## src/rtl/unary_mac_pkg.sv

```systemverilog
// Shared types and width helper for the unary multiply-accumulate datapath.
package unary_mac_pkg;

    typedef enum logic {
        ACCUM = 1'b0,
        HOLD  = 1'b1
    } acc_state_e;

    // Largest product is 2^(2*bin_bits); summing num_terms of them needs clog2 more bits plus one.
    function automatic int acc_bits_f(input int bin_bits, input int num_terms);
        return 2 * bin_bits + $clog2(num_terms) + 1;
    endfunction

endpackage

```

## src/rtl/unary_term_detector.sv

```systemverilog
// Finds the end of each unary product: a falling run, or a zero-product flag edge on an idle line.
module unary_term_detector (
    input  logic clk,
    input  logic reset_n,
    input  logic clear,
    input  logic in_unary,
    input  logic in_zero,
    output logic boundary
);

    logic prev_unary;
    logic prev_zero;

    always_ff @(posedge clk or negedge reset_n) begin
        if (!reset_n) begin
            prev_unary <= 1'b0;
            prev_zero  <= 1'b0;
        end else if (clear) begin
            prev_unary <= 1'b0;
            prev_zero  <= 1'b0;
        end else begin
            prev_unary <= in_unary;
            prev_zero  <= in_zero;
        end
    end

    // OR-ing the two causes makes a run end coincident with a zero edge count once.
    assign boundary = (prev_unary & ~in_unary)
                    | (in_zero & ~prev_zero & ~in_unary & ~prev_unary);

endmodule

```

## src/rtl/unary_shift_accumulator.sv

```systemverilog
// Sums NUM_TERMS serial unary products into a binary result held until downstream accepts it.
module unary_shift_accumulator
    import unary_mac_pkg::*;
#(
    parameter int BIN_BITS  = 4,
    parameter int NUM_TERMS = 4,
    localparam int ACC_BITS = acc_bits_f(BIN_BITS, NUM_TERMS)
) (
    input  logic                clk,
    input  logic                reset_n,
    input  logic                in_unary,
    input  logic                in_zero,
    input  logic                clear,
    input  logic                acc_ready,
    output logic [ACC_BITS-1:0] acc_out,
    output logic                acc_valid,
    output logic                overrun,
    output logic                sat
);

    localparam int TERM_W = $clog2(NUM_TERMS + 1);
    localparam logic [ACC_BITS-1:0] ACC_MAX  = {ACC_BITS{1'b1}};
    localparam logic [TERM_W-1:0]   LAST_IDX = TERM_W'(NUM_TERMS - 1);

    acc_state_e          state_q, state_d;
    logic [ACC_BITS-1:0] acc_q, acc_d;
    logic [TERM_W-1:0]   term_q, term_d;
    logic                ovr_q, ovr_d;
    logic                sat_q, sat_d;
    logic                boundary;

    unary_term_detector u_det (
        .clk      (clk),
        .reset_n  (reset_n),
        .clear    (clear),
        .in_unary (in_unary),
        .in_zero  (in_zero),
        .boundary (boundary)
    );

    always_ff @(posedge clk or negedge reset_n) begin
        if (!reset_n) begin
            state_q <= ACCUM;
            acc_q   <= '0;
            term_q  <= '0;
            ovr_q   <= 1'b0;
            sat_q   <= 1'b0;
        end else begin
            state_q <= state_d;
            acc_q   <= acc_d;
            term_q  <= term_d;
            ovr_q   <= ovr_d;
            sat_q   <= sat_d;
        end
    end

    always_comb begin
        state_d = state_q;
        acc_d   = acc_q;
        term_d  = term_q;
        ovr_d   = ovr_q;
        sat_d   = sat_q;
        if (clear) begin
            state_d = ACCUM;
            acc_d   = '0;
            term_d  = '0;
            ovr_d   = 1'b0;
            sat_d   = 1'b0;
        end else begin
            case (state_q)
                ACCUM: begin
                    if (in_unary) begin
                        if (acc_q == ACC_MAX) sat_d = 1'b1;
                        else                  acc_d = acc_q + 1'b1;
                    end
                    // A boundary always has in_unary low, so it never races the increment.
                    if (boundary) begin
                        term_d = term_q + 1'b1;
                        if (term_q == LAST_IDX) state_d = HOLD;
                    end
                end
                HOLD: begin
                    if (in_unary) ovr_d = 1'b1;
                    if (acc_ready) begin
                        state_d = ACCUM;
                        acc_d   = '0;
                        term_d  = '0;
                    end
                end
                default: state_d = ACCUM;
            endcase
        end
    end

    assign acc_out   = acc_q;
    assign acc_valid = (state_q == HOLD);
    assign overrun   = ovr_q;
    assign sat       = sat_q;

endmodule

```

## config.mk

```make
export PLATFORM = sky130hd
export DESIGN_NAME = unary_shift_accumulator
export DESIGN_NICKNAME = d
export VERILOG_FILES = /design/src/rtl/unary_mac_pkg.sv /design/src/rtl/unary_term_detector.sv /design/src/rtl/unary_shift_accumulator.sv
export SDC_FILE = /design/constraint.sdc
export NUM_CORES = 1
export LEC_CHECK = 0
export CAP_MARGIN = 20
export CORE_UTILIZATION = 54
export DETAILED_ROUTE_END_ITERATION = 7
export GPL_TIMING_DRIVEN = 1
export PLACE_DENSITY = 0.81
export SYNTH_ARGS = -nofsm -noshare
export SYNTH_HDL_FRONTEND = slang
export SYNTH_HIERARCHICAL = 1
export SYNTH_SLANG_ARGS = --single-unit
```

## constraint.sdc

```tcl
create_clock -name clk -period 2.8 [get_ports clk]
set_input_delay 0.7 -clock clk [delete_from_list [all_inputs] [get_ports clk]]
set_output_delay 0.7 -clock clk [all_outputs]
set_load 0.02 [all_outputs]
```

# Word-level counts from Yosys, hierarchy flattened
# Index checks and enable logic that the tools add are counted.
[classes]
n_addsub = 2
eq_ne = 7
n_mux = 23
bitwise = 9
n_reduce_logical = 7
[op_table]
columns = ["cell", "n"]
rows = [
  ["$mux 11", 4],
  ["$pmux 11 s2", 1],
  ["$mux 1", 13],
  ["$ne 3x3->1 const B", 4],
  ["$add 11x1->11 const B", 1],
  ["$eq 11x11->1 const B", 1],
  ["$mux 3", 3],
  ["$pmux 3 s2", 1],
  ["$reduce_and 3->1", 2],
  ["$reduce_bool 2->1", 3],
  ["$and 1x1->1", 4],
  ["$not 1->1", 4],
  ["$reduce_and 2->1", 2],
  ["$add 3x1->3 const B", 1],
  ["$eq 3x2->1 const B", 1],
  ["$ne 2x2->1 const B", 1],
  ["$pmux 1 s2", 1],
  ["$or 1x1->1", 1],
]
[totals]
reg_bits = 19
output_inout_bits = 14
wordCells = 55

# Depth between registers and ports, before layout
# Gate-level depths: netlist of run 1.
[depth]
ltp_word = 8
depth_mapped = 6
depth_no_buf = 6

# Modules after synthesis
# The synthesis of run 1 kept the hierarchy.
[modules_own_cells]
columns = ["module", "instances", "cells_per_inst", "area_per_inst_um2"]
rows = [
  ["unary_shift_accumulator", 1, 103, 942.2],
  ["unary_term_detector", 1, 7, 81.3],
]

# Worst setup path before layout of run 1
# OpenSTA, ideal clock, no wires.
[synth_path]
path_type = "input -> register"
startpoint = "input clear"
endpoint = "register acc_q[5], in the netlist acc_out[5]"
arrival_time_ns = 1.612
required_ns = 2.717
path_slack_ns = 1.105
stages = 5
cell_sequence = "clkbuf_1 > nor2_2 > o311a_1 > nand4_1 > o21ai_0"
[synth_between]
elab_chain_cells = 2
word_cells_on_any_way = 5
cone_classes = "3 x eq/ne; 1 x mux; 1 x reduce/logical"
[synth_lines]
columns = ["element", "line_no", "rtl"]
rows = [
  ["start, declared", "unary_shift_accumulator.sv:13", "input logic clear,"],
  ["$ne 3x3->1 (no source line)", "-", ""],
  ["$reduce_and 3->1 (no source line)", "-", ""],
  ["end signal, assigned", "unary_shift_accumulator.sv:44", "acc_q <= '0;"],
  ["end signal, assigned", "unary_shift_accumulator.sv:50", "acc_q <= acc_d;"],
  ["end, declared", "unary_shift_accumulator.sv:26", "logic [ACC_BITS-1:0] acc_q, acc_d;"],
]
# Parallel ways exist; a longest one is shown, timed or not.
# A chain may end at the register's enable or synchronous reset.

# Final worst setup path of run 1
[layout_path]
startpoint = "register state_q, in the netlist acc_valid"
endpoint = "output acc_valid"
[layout_rtl]
columns = ["element", "line_no", "rtl"]
rows = [
  ["start, declared", "unary_shift_accumulator.sv:25", "acc_state_e state_q, state_d;"],
  ["start signal, assigned", "unary_shift_accumulator.sv:49", "state_q <= state_d;"],
  ["end, declared", "unary_shift_accumulator.sv:16", "output logic acc_valid,"],
]
# No word-level cell between the ends.

==> results of run 1 <==
per-layer routing:
layer  GRT usage (%)  vias to the layer above  routed length (um)  part of all wire (%)
met5               0                        -                   0                     0
met4            9.70                        0                  10                  0.44
met3            4.76                        2                 151                   6.7
met2            34.0                       43                 993                    44
met1            36.1                      455                1100                    49
li1                -                      455                   -                     -
cell usage after synthesis, drive strengths merged:
cell type / count / area, um2
a211oi: 1 / 7.51
a21oi: 10 / 53.8
a22oi: 1 / 7.51
a31oi: 6 / 37.5
a41oi: 1 / 8.76
and3: 2 / 12.5
clkbuf: 2 / 7.51
dfrtp: 19 / 475
ha: 3 / 37.5
inv: 3 / 11.3
nand2: 8 / 30.0
nand2b: 2 / 12.5
nand3: 6 / 30.0
nand3b: 1 / 7.51
nand4: 2 / 18.8
nor2: 15 / 61.3
nor2b: 4 / 25.0
nor3: 2 / 10.0
nor4: 2 / 27.5
o211ai: 2 / 15.0
o21ai: 6 / 30.0
o21ba: 1 / 10.0
o21bai: 1 / 7.51
o311a: 1 / 10.0
o31a: 1 / 8.76
o31ai: 4 / 30.0
or2: 1 / 6.26
or3: 1 / 6.26
or3b: 1 / 8.76
xor2: 1 / 8.76
worst max path at each step:
stage               startpoint          to  slack, ns  cells after the start
floorplan                clear  acc_out[5]       1.10                      5
global placement         clear  acc_out[7]       0.50                      5
detailed placement       clear  acc_out[8]       0.48                      5
CTS                  acc_valid   acc_valid       0.53                      1
global route         acc_valid   acc_valid       0.44                      1
finish               acc_valid   acc_valid       0.54                      1
cells by family after synthesis:
kind of cell,Yosys count
flops,19
simple gates,47
xor+xnor,1
compound gates,35
fa+ha+maj,3
buf+inv,5
power breakdown:
group | internal [uW] | switching, uW | total [uW]
sequential | 302 | 44.5 | 346
clock | 53.1 | 87.1 | 140
combinational | 82.5 | 91.0 | 173
total | 437 | 223 | 660
cell type report:
type,count,area (um2)
fill,128,458
clock inverter,1,5.00
inverter,3,11.3
multi-input combinational,86,529
timing repair buffer,22,213
sequential,19,475
tap,25,31.3
clock buffer,3,22.5
flip-flops by register name, indices dropped and copies added, names as in the netlist:
| name | count |
|---|---|
| sat | 1 |
| acc_out | 11 |
| u_det/prev_unary | 1 |
| term_q | 3 |
| u_det/prev_zero | 1 |
| overrun | 1 |
| acc_valid | 1 |
placed cells by master (no fill, tap or decap), types with 2 or more instances in the layout:
cell type	synthesis	layout
dfrtp_1	19	19
clkdlybuf4s50_1	0	19
nor2_1	13	13
clkbuf_4	0	3
inv_1	3	3
a31oi_1	6	6
nor2b_1	4	4
nand2b_1	2	2
o211ai_1	2	2
o21ai_0	6	6
ha_1	3	3
buf_4	0	3
nor3_1	2	2
nor2_2	2	2
nand3_1	6	6
and3_1	2	2
o31ai_1	4	4
nand2_1	8	8
a21oi_1	9	9
tightest hold or removal path: cells and delay by family (launching register included):
family	cells	cell delay [ns]
flip-flops	1	0.37
AO/OA/AOI/OAI	1	0.05
AND/OR/NAND/NOR	1	0.08
through the flow:
step,cells,hold WS (ns)
2_1_floorplan,110,0.404
3_3_place_gp,155,0.483
3_5_place_dp,155,0.500
4_1_cts,159,0.545
5_1_grt,159,0.566
6_report,159,0.539
==> flow_summary.ini, run 1 <==
[status]
status = finished, final reports clean

[clock_network]
cts-resized-gates = 0
cts_buffers = 3
cts_tree = done
cts_htree_levels = 1
clk_pin_slew_ns = 0.11
cts_sinks = 19
holdBufCountCts = 0
clock-root-buffer = clkbuf_4
ctsLongestPathBuffers = 2
cts_setup_buffers = 0
clk_latency_ns = 0.29

[sta]
hold_violations = 0
slew_violations = 0
fmax_mhz = 443
rsz0062_at_grt = no
worstMarginPinSlew_ns = 0.443
setup_viol = 0
slew_headroom_pct = 70.3
setup_ws_ns = 0.542
period_needed_ns = 2.26
setup-tns-final_ns = 0
min_period_over_period_pct = 80.6
clock_skew_ns = 0.00467

[synth]
syn-num-nets = 119
synth_top_family_by_area = simple AND/OR/NAND/NOR gates
synthAdderAreaFrac_pct = 3.67
netlist-cell-type-count = 34
synth_seq_area_share_pct = 46.5
ys.warnings.count = 6
synth-compound-area-share_pct = 22.1
synth_area_um2 = 1020
synthCells = 110
synth-simple-area-share_pct = 25.1
synthXorXnorAreaFrac_pct = 0.856
synth.area.mux_share_pct = 0
syn_area_per_cell_um2 = 9.30
synth-seq-cells = 19

[setup_path]
cpMaxStageDelayCell = clkdlybuf4s50_1
crit_family = buffers and inverters
rr_startpoint = acc_out[0]
regToRegSetupSlack_ns = 1.05
r2r_end = acc_out[3]
cp-end-kind = output port
cp.arrival_ns = 1.56
start_kind = register
worst-path-buf-inv = 1
crit_path_max_incr_delay_ns = 0.68
crit_required_ns = 2.10
crit_chain = clkdlybuf4s50_1
path_class = register to output port
crit_path_max_fanout = 13
reg2regPathDepth = 5

[grt]
grt_pass1_vias = 849
grt_use_total_pct = 24.3
grt_start_max_net_pins = 20
antenna_found_initial = 0
grt_pass1_wl_um = 3660
grt_remaining_overflow = 0

[floorplan]
rows = 15
die_w_um = 45.5
num_io_pins = 20
die_area_um2 = 2070
initial_core_util_pct = 58.6
coreArea_um2 = 1750
chipHeight_um = 45.5

[placed_design]
place_ws_ns = 0.479
dpl_cell_area_um2 = 1260
place_congestion = 0.845
portBuffers = 19
dpl.hpwl_um = 1610

[routing]
drt-pass1-iter-count = 4
drtIter0Drc = 50
routed_via_density = 6.01
drtAntennaViolNets = 0
routed_wirelength_um = 2260
drcViolationCount = 0
via_count = 955
wl_per_cell_um = 14.2

[layout]
n_antenna_cell = 0
fin_util_pct = 73.8
fin_area_um2 = 1290
nets = 144
final_layout_size_suffix_gt1_share_pct = 11.2
area_growth_pct = 25.8

[pwr]
p_per_area_nw_per_um2 = 512
total_power_uw = 660
p_leak_uw = 0.000547
irDropWorstVdd_v = 0.000624

[worst_hold_path]
hold-path-endpoint = sat
min_from = sat
min_path_cells = 2
hold_path_class = register to register

[run]
cap_violations = 0
No activity file was read; power rests on OpenSTA's default activity.
==> run 2: changes to the inputs <==
- CORE_UTILIZATION: 54 -> 50
- PLACE_DENSITY: 0.81 -> 0.76
- clock period: 2.8 -> 2.3 ns (I/O delays scaled with it)
==> flow_summary.ini, run 2 (same netlist as run 1, synthesis figures left out) <==
[status]
status = finished, final reports clean

[setup_path]
cp-end-kind = output port
crit_path_max_incr_delay_ns = 0.65
cp.arrival_ns = 1.44
reg2regPathDepth = 5
worst-path-stages = 1
endpoint = acc_out[3]
regToRegSetupSlack_ns = 0.48
cpMaxStageDelayCell = clkdlybuf4s50_1
crit_family = buffers and inverters
crit_required_ns = 1.73
start_kind = register
rr_startpoint = acc_out[0]
worstSetupStartpoint = acc_out[3]
crit_chain = clkdlybuf4s50_1
path_class = register to output port
crit_path_max_fanout = 8
r2r_end = acc_out[3]
worst-path-buf-inv = 1

[layout]
final_cells = 163
final_layout_size_suffix_gt1_share_pct = 11.8
n_antenna_cell = 0
nets = 146
mostFrequentLayoutCells = 19 x dfrtp_1, 19 x clkdlybuf4s50_1, 13 x nor2_1
area_growth_pct = 27.4
largest_reg_flops = 11

[routing]
via_count = 954
met2_length_um = 1060
drt-pass1-iter-count = 4
drtIter0Drc = 29
routedLengthMet1_um = 1160
top_layer = met4
drcViolationCount = 0
wl_per_cell_um = 14.6
drtAntennaViolNets = 0
routed_via_density = 5.85
route.met3.wl_um = 141
routed_wirelength_um = 2380

[floorplan]
initial_core_util_pct = 52.7
num_io_pins = 20
die_w_um = 47.2
die_area_um2 = 2230
chipHeight_um = 47.2
coreArea_um2 = 1940
rows = 16

[run]
cap_violations = 0

[clock_network]
clk_pin_slew_ns = 0.11
clk_latency_ns = 0.30
cts_buffers = 3
cts_htree_levels = 1
clock-root-buffer = clkbuf_4
cts-resized-gates = 0
ctsLongestPathBuffers = 2
holdBufCountCts = 0
cts_tree = done
cts_setup_buffers = 0
cts_sinks = 19

[pwr]
total_power_uw = 802
p_leak_uw = 0.000555
irDropWorstVdd_v = 0.000676
p_per_area_nw_per_um2 = 616

[grt]
grt_remaining_overflow = 0
grt_pass1_vias = 803
grt_use_total_pct = 23.3
grt_start_max_net_pins = 20
grt_pass1_wl_um = 3620
antenna_found_initial = 0

[worst_hold_path]
hold_path_class = register to register

[sta]
fmax_mhz = 496
slew_headroom_pct = 67.4
worstMarginPinSlew_ns = 0.486
clock_skew_ns = 0.00597
period_needed_ns = 2.02
min_period_over_period_pct = 87.7
rsz0062_at_grt = no
slew_violations = 0
hold_violations = 0
setup-tns-final_ns = 0
setup_viol = 0

[placed_design]
dpl.cell_count = 159
dpl.hpwl_um = 1650
place_congestion = 0.875
portBuffers = 19
run 2: report_power, final:
part           total [uW]  switching (uW)  internal [uW]
clock                 171             104           67.5
sequential            418            50.3            367
combinational         214             113            101
run 2: how the worst min path moves through the flow:
stage            endpoint    start  depth (start not counted)
2_1_floorplan  acc_out[0]  reset_n                          0
3_3_place_gp      overrun  overrun                          2
3_5_place_dp      overrun  overrun                          2
4_1_cts           overrun  overrun                          2
5_1_grt               sat      sat                          2
6_report          overrun  overrun                          2
run 2: final cells by class:
type / instances / area, um2
Inverter: 3 / 11.3
Tap cell: 27 / 33.8
Timing Repair Buffer: 24 / 228
Sequential cell: 19 / 475
Clock buffer: 4 / 26.3
Fill cell: 169 / 638
Multi-Input combinational cell: 86 / 529
run 2: routing by layer:
metal  up-vias  global-route usage (%)
met5         -                       0
met4         0                    10.9
met3         4                    2.31
met2        37                    32.3
met1       453                    35.8
li1        460                       -
run 2: through the flow:
| stage | util (%) | hold slack [ns] | setup slack, ns | area [um2] |
|---|---|---|---|---|
| 6_report | 67.1 | 0.519 | 0.283 | 1300 |
| 5_1_grt | 67.1 | 0.550 | 0.214 | 1300 |
| 4_1_cts | 67.1 | 0.521 | 0.267 | 1300 |
| 3_5_place_dp | 65.8 | 0.489 | 0.146 | 1280 |
| 3_3_place_gp | 65.8 | 0.495 | 0.206 | 1280 |
| 2_1_floorplan | - | 0.279 | 0.652 | 1020 |
run 2: worst register-to-register path, stage by stage (launching register included):
cell     delay (ns)
dfrtp_1        0.44
ha_1           0.27
nand3_1        0.20
nor4_4         0.53
nor2_2         0.12
a31oi_1        0.19
==> run 3: changes to the inputs <==
- CTS_CLUSTER_DIAMETER: unset -> 60
==> results of run 3 <==
Same layout as run 2: the final DEF is identical, and so are final timing and power.
